<file path="config.mk">
export PLATFORM = sky130hd
export DESIGN_NAME = lfsr_share_ctrl
export DESIGN_NICKNAME = d
export VERILOG_FILES = /design/src/rtl/lfsr_pkg.sv /design/src/rtl/lfsr16_core.sv /design/src/rtl/lfsr_share_ctrl.sv
export SDC_FILE = /design/constraint.sdc
export NUM_CORES = 1
export LEC_CHECK = 0
export BUFFER_PORTS_ARGS = -buffer_cell sky130_fd_sc_hd__buf_2
export CAP_MARGIN = 40
export CORE_MARGIN = 1
export CORE_UTILIZATION = 54
export CTS_CLUSTER_DIAMETER = 50
export CTS_CLUSTER_SIZE = 10
export DETAILED_ROUTE_END_ITERATION = 6
export HOLD_SLACK_MARGIN = 0.05
export PLACE_DENSITY = 0.79
export SLEW_MARGIN = 30
export SYNTH_ARGS = -nofsm -noshare
export SYNTH_HDL_FRONTEND = slang
export SYNTH_SLANG_ARGS = --single-unit
</file>
<file path="constraint.sdc">
create_clock -name clk -period 1.9 [get_ports clk]
set_input_delay 0.38 -clock clk [delete_from_list [all_inputs] [get_ports clk]]
set_output_delay 0.38 -clock clk [all_outputs]
set_load 0.005 [all_outputs]
</file>
<file path="src/rtl/lfsr_pkg.sv">
// Shared constants, FSM state type and LFSR step function for the shared 16-bit Fibonacci LFSR.
package lfsr_pkg;

  localparam int unsigned LFSR_W = 16;
  localparam int unsigned TAP0   = 0;
  localparam int unsigned TAP1   = 2;
  localparam int unsigned TAP2   = 3;
  localparam int unsigned TAP3   = 5;

  localparam logic [LFSR_W-1:0] LFSR_DEFAULT_SEED = 16'hACE1;

  typedef enum logic [1:0] {
    IDLE    = 2'd0,
    ADVANCE = 2'd1,
    GRANT   = 2'd2
  } state_e;

  // One right-shift step; feedback enters at the MSB.
  function automatic logic [LFSR_W-1:0] lfsr_next(input logic [LFSR_W-1:0] cur);
    return {cur[TAP0] ^ cur[TAP1] ^ cur[TAP2] ^ cur[TAP3], cur[LFSR_W-1:1]};
  endfunction

endpackage

</file>
<file path="src/rtl/lfsr16_core.sv">
// 16-bit Fibonacci LFSR register with load (priority) and single-step enable.
module lfsr16_core
  import lfsr_pkg::*;
#(
  parameter logic [LFSR_W-1:0] RESET_VAL = LFSR_DEFAULT_SEED
) (
  input  logic              clk,
  input  logic              reset,
  input  logic              step_en,
  input  logic              load_en,
  input  logic [LFSR_W-1:0] load_val,
  output logic [LFSR_W-1:0] lfsr
);

  logic [LFSR_W-1:0] lfsr_q;
  logic [LFSR_W-1:0] lfsr_d;

  always_comb begin
    lfsr_d = lfsr_q;
    if (load_en) begin
      lfsr_d = load_val;
    end else if (step_en) begin
      lfsr_d = lfsr_next(lfsr_q);
    end
  end

  always_ff @(posedge clk or negedge reset) begin
    if (!reset) begin
      lfsr_q <= RESET_VAL;
    end else begin
      lfsr_q <= lfsr_d;
    end
  end

  assign lfsr = lfsr_q;

endmodule

</file>
<file path="src/rtl/lfsr_share_ctrl.sv">
// Round-robin sequencer sharing one LFSR among N requesters via req/ack.
// Optional LFSR_ZERO_GUARD_EN: a zero seed_load loads DEFAULT_SEED instead.
module lfsr_share_ctrl
  import lfsr_pkg::*;
#(
  parameter int unsigned       N            = 4,
  parameter int unsigned       STEPS        = 4,
  parameter logic [LFSR_W-1:0] DEFAULT_SEED = LFSR_DEFAULT_SEED
) (
  input  logic              clk,
  input  logic              reset,
  input  logic              seed_load,
  input  logic [LFSR_W-1:0] seed,
  input  logic [N-1:0]      req,
  output logic [N-1:0]      ack,
  output logic [LFSR_W-1:0] rnd_out,
  output logic              rnd_valid,
  output logic              busy
);

  localparam int unsigned RR_W  = (N > 1) ? $clog2(N) : 1;
  localparam int unsigned CNT_W = (STEPS > 1) ? $clog2(STEPS) : 1;

  state_e            state_q, state_d;
  logic [RR_W-1:0]   rr_q, rr_d;
  logic [RR_W-1:0]   win_q, win_d;
  logic [CNT_W-1:0]  cnt_q, cnt_d;
  logic [N-1:0]      ack_q, ack_d;
  logic [LFSR_W-1:0] rnd_q, rnd_d;
  logic              valid_q, valid_d;
  logic              busy_q, busy_d;

  logic [LFSR_W-1:0] lfsr_cur;
  logic [LFSR_W-1:0] load_val_c;
  logic              step_en_c;
  logic              any_c;
  logic [RR_W-1:0]   pick_c;
  logic [RR_W-1:0]   rr_next_c;

`ifdef LFSR_ZERO_GUARD_EN
  assign load_val_c = (seed == '0) ? DEFAULT_SEED : seed;
`else
  assign load_val_c = seed;
`endif

  lfsr16_core #(
    .RESET_VAL (DEFAULT_SEED)
  ) u_core (
    .clk      (clk),
    .reset    (reset),
    .step_en  (step_en_c),
    .load_en  (seed_load),
    .load_val (load_val_c),
    .lfsr     (lfsr_cur)
  );

  // Round-robin pick: scan from rr downward in priority so the closest-to-rr request wins.
  always_comb begin
    int unsigned idx;
    idx    = 0;
    any_c  = 1'b0;
    pick_c = rr_q;
    for (int i = N - 1; i >= 0; i--) begin
      idx = (32'(rr_q) + 32'(i)) % N;
      if (req[RR_W'(idx)]) begin
        any_c  = 1'b1;
        pick_c = RR_W'(idx);
      end
    end
  end

  assign rr_next_c = (win_q == RR_W'(N - 1)) ? '0 : win_q + RR_W'(1);

  always_comb begin
    state_d   = state_q;
    rr_d      = rr_q;
    win_d     = win_q;
    cnt_d     = cnt_q;
    ack_d     = '0;
    rnd_d     = rnd_q;
    valid_d   = 1'b0;
    step_en_c = 1'b0;

    unique case (state_q)
      IDLE: begin
        if (any_c) begin
          win_d   = pick_c;
          cnt_d   = '0;
          state_d = ADVANCE;
        end
      end
      ADVANCE: begin
        step_en_c = 1'b1;
        if (cnt_q == CNT_W'(STEPS - 1)) begin
          state_d = GRANT;
        end else begin
          cnt_d = cnt_q + CNT_W'(1);
        end
      end
      GRANT: begin
        if (req[win_q]) begin
          ack_d[win_q] = 1'b1;
          valid_d      = 1'b1;
          rnd_d        = lfsr_cur;
          rr_d         = rr_next_c;
        end
        state_d = IDLE;
      end
      default: state_d = IDLE;
    endcase

    // Seed load aborts any transaction in flight and suppresses a pending grant.
    if (seed_load) begin
      state_d   = IDLE;
      ack_d     = '0;
      valid_d   = 1'b0;
      rnd_d     = rnd_q;
      rr_d      = rr_q;
      step_en_c = 1'b0;
    end

    busy_d = (state_d != IDLE);
  end

  always_ff @(posedge clk or negedge reset) begin
    if (!reset) begin
      state_q <= IDLE;
      rr_q    <= '0;
      win_q   <= '0;
      cnt_q   <= '0;
      ack_q   <= '0;
      rnd_q   <= '0;
      valid_q <= 1'b0;
      busy_q  <= 1'b0;
    end else begin
      state_q <= state_d;
      rr_q    <= rr_d;
      win_q   <= win_d;
      cnt_q   <= cnt_d;
      ack_q   <= ack_d;
      rnd_q   <= rnd_d;
      valid_q <= valid_d;
      busy_q  <= busy_d;
    end
  end

  assign ack       = ack_q;
  assign rnd_out   = rnd_q;
  assign rnd_valid = valid_q;
  assign busy      = busy_q;

endmodule

</file>
==> impl_metrics.yaml <==
status:
  outcome: "complete, no violations"
synthesis:
  synth.distinct_cells: 37
  synth_compound_area_share_pct: 9.52
  yosysMostFrequentCell: "dfrtp_1"
  yosys.area.top_type: "dfrtp_1"
  synthCells: 172
  avgSynthCellArea_um2: 12.5
  yosys.area_share.simple_pct: 9.46
  synthAdderAreaFrac_pct: 2.92
  async_flop_share_pct: 100
  syn_nets: 200
  ys_warn_count: 0
  yosys_register_bits: 46
  synth_common_cells: "dfrtp_1 (38), o21ai_0 (18), nand2_1 (17)"
  synth_top_family_by_area: "multiplexers"
  synthXorXnorAreaFrac_pct: 1.23
  mappedNetlistArea_mm2: 0.00214
  ys_seq_area_share_pct: 54.2
  synth_mux_area_share_pct: 19.9
  synth_top_area_share_pct: 44.4
  synth_top_flop_cell: "dfrtp_1"
  ys_top_cells_by_area: "dfrtp_1 (44%), dfstp_2 (9.8%), mux2i_1 (7.5%), mux2_2 (5.8%), mux2_4 (5.6%)"
  synth-edff-count: 0
sta:
  rsz0062_at_grt: "false"
  fin_ws_ns: 0.184
  fin_setup_tns_ns: 0
  slew_viol_final: 0
  period_minus_slack_ns: 1.72
  tightest_slew_ns: 0.541
  fin_skew_ns: 0.00933
  setup_viol: 0
  finalHoldViolations: 0
  period_share_pct: 90.3
  max_slew_margin_pct: 63.9
  max_freq_mhz: 583
placement:
  place_ws_ns: 0.0439
  gp_congestion: 0.802
  hpwl_um: 2920
  postPlaceCellArea_mm2: 0.00242
  io_buffers: 44
drt:
  first_pass_iters: 4
  vias_per_cell: 5.46
  wl_per_cell_um: 14.8
  ant_nets: 0
  dr_total_vias: 1468
  drcViolationCount: 0
  drt_iter0_drc: 31
  drt-total-wl_um: 3980
clock_network:
  root_buffer: "clkbuf_8"
  cts_setup_buffers: 0
  cts.path.max_buffers: 2
  cts_hold_buf: 0
  path_clk_slew_ns: 0.07
  clock_latency_ns: 0.30
  cts.sinks: 46
  cts_buffers: 5
  cts_tree: "yes"
  cts_resized: 0
  htreeDepth: 2
global_route:
  grt_usage_pct: 21.6
  use_met1_pct: 26.3
  grt_pass1_vias: 1423
  grt_max_degree: 37
  met3_usage_pct: 6.51
  overflow: 0
  grt_busiest_layer: "met2"
  grt_first_pass_wirelength_um: 6750
  antenna_found_initial: 0
  met2_usage_pct: 36.5
setup_path:
  reg2reg_slack_ns: 0.18
  required_ns: 2.08
  critPathMaxStageDelay_ns: 0.56
  crit_path_start_kind: "flip-flop"
  critical_path.slowest_cell: "mux4_2"
  crit_fanout: 19
  crit_path_end_kind: "flip-flop"
  path_class: "flip-flop to flip-flop"
  cp_cell_sequence: "mux4_2 > nand2_4 > mux2_2"
  arrival_ns: 1.90
pwr:
  comb_power_share_pct: 22.5
  ir_drop_mv: 0.627
  power_switching_uw: 687
  switching_share_pct: 27.6
  power.internal_mw: 1.81
  power_frac_clock_pct: 27.0
  power.density_mw_per_mm2: 983
  power_mw: 2.49
  p_leak_nw: 1.35
  seqPwrFrac_pct: 50.5
die:
  dieArea_mm2: 0.00422
  core_mm2: 0.00374
  die_w_um: 65.0
  core.rowCount: 22
  initial_core_util_pct: 57.2
  io_pins: 45
  die_h_um: 65.0
worst_hold_path:
  hold_class: "input port to async pin"
final_layout:
  num-nets-final: 248
  postLayoutCellArea_mm2: 0.00253
  fin_util_pct: 67.7
  seq_area_mm2: 0.00116
  fill_cells: 312
  multiInputGateArea_um2: 922
  area_growth_syn_to_layout_pct: 18.3
  drive_gt1_share_pct: 39.4
  n_antenna_cell: 0
job:
  cap_violations: 0
## registers in the layout, indices dropped and copies added (netlist names)
register	flops
ack	4
busy	1
cnt_q	2
rnd_out	16
rnd_valid	1
rr_q	2
state_q	2
u_core.lfsr	16
win_q	2
## cell type report
type | count | area share, %
clock buffers | 8 | 4.34
inverters | 5 | 0.740
multi-input cells | 114 | 36.4
flip-flops and latches | 46 | 45.8
well taps | 48 | 2.37
repair buffers | 48 | 10.4
## logic make-up after synthesis
family | after synthesis
buffers and inverters | 12
DFF | 46
adders and majority gates | 5
and+or+nand+nor | 38
AOI/OAI and AO/OA | 32
xor gates and xnor gates | 3
muxes | 36
## final timing paths
kind | cells after the start | from | to
min in group clk | 3 | seed[5] | u_core.lfsr[5]
max reg2reg | 3 | win_q[1] | rnd_out[0]
min | 1 | reset | rr_q[0]
max | 3 | win_q[1] | rnd_out[0]
max in group asynchronous | 2 | reset | u_core.lfsr[6]
min reg2reg | 1 | rnd_out[5] | rnd_out[5]
## layer usage
| layer | part of all wire [%] | vias up | wire length [um] |
|---|---|---|---|
| met1 | 42 | 709 | 1690 |
| met4 | 2.1 | 0 | 82 |
| met2 | 51 | 43 | 2030 |
| met5 | 0 | - | 0 |
| li1 | - | 706 | - |
| met3 | 4.6 | 10 | 182 |
## critical path, delay by kind of cell (launching register included)
kind / cells / cell delay [ns]
mux: 2 / 0.94
flops: 1 / 0.37
simple gates: 1 / 0.28
## power groups by stage
stage	clock network (mW)	logic [mW]	registers [mW]
2_1_floorplan	0	0.362	1.26
3_5_place_dp	0	0.558	1.28
3_3_place_gp	0	0.522	1.26
5_1_grt	0.730	0.622	1.28
4_1_cts	0.690	0.566	1.26
6_report	0.674	0.560	1.26
## cell usage in the layout (no fill, tap or decap), types with 5 or more instances in the layout
cell | synthesis | routed
buf_2 | 2 | 44
dfrtp_1 | 38 | 38
o21ai_0 | 18 | 18
nand2_1 | 17 | 17
mux2i_1 | 16 | 16
mux2_2 | 11 | 11
mux2_4 | 8 | 8
clkbuf_8 | 0 | 8
dfstp_2 | 8 | 8
nor2_1 | 6 | 6
inv_1 | 5 | 5
ha_1 | 5 | 5
## metrics by stage
step	hold WS (ns)	cells
finish	0.0599	269
global route	0.0919	269
CTS	0.0769	269
detailed placement	0.399	261
global placement	0.392	261
floorplan	0.0844	172
Note: power is estimated with default switching activity, not from simulation.
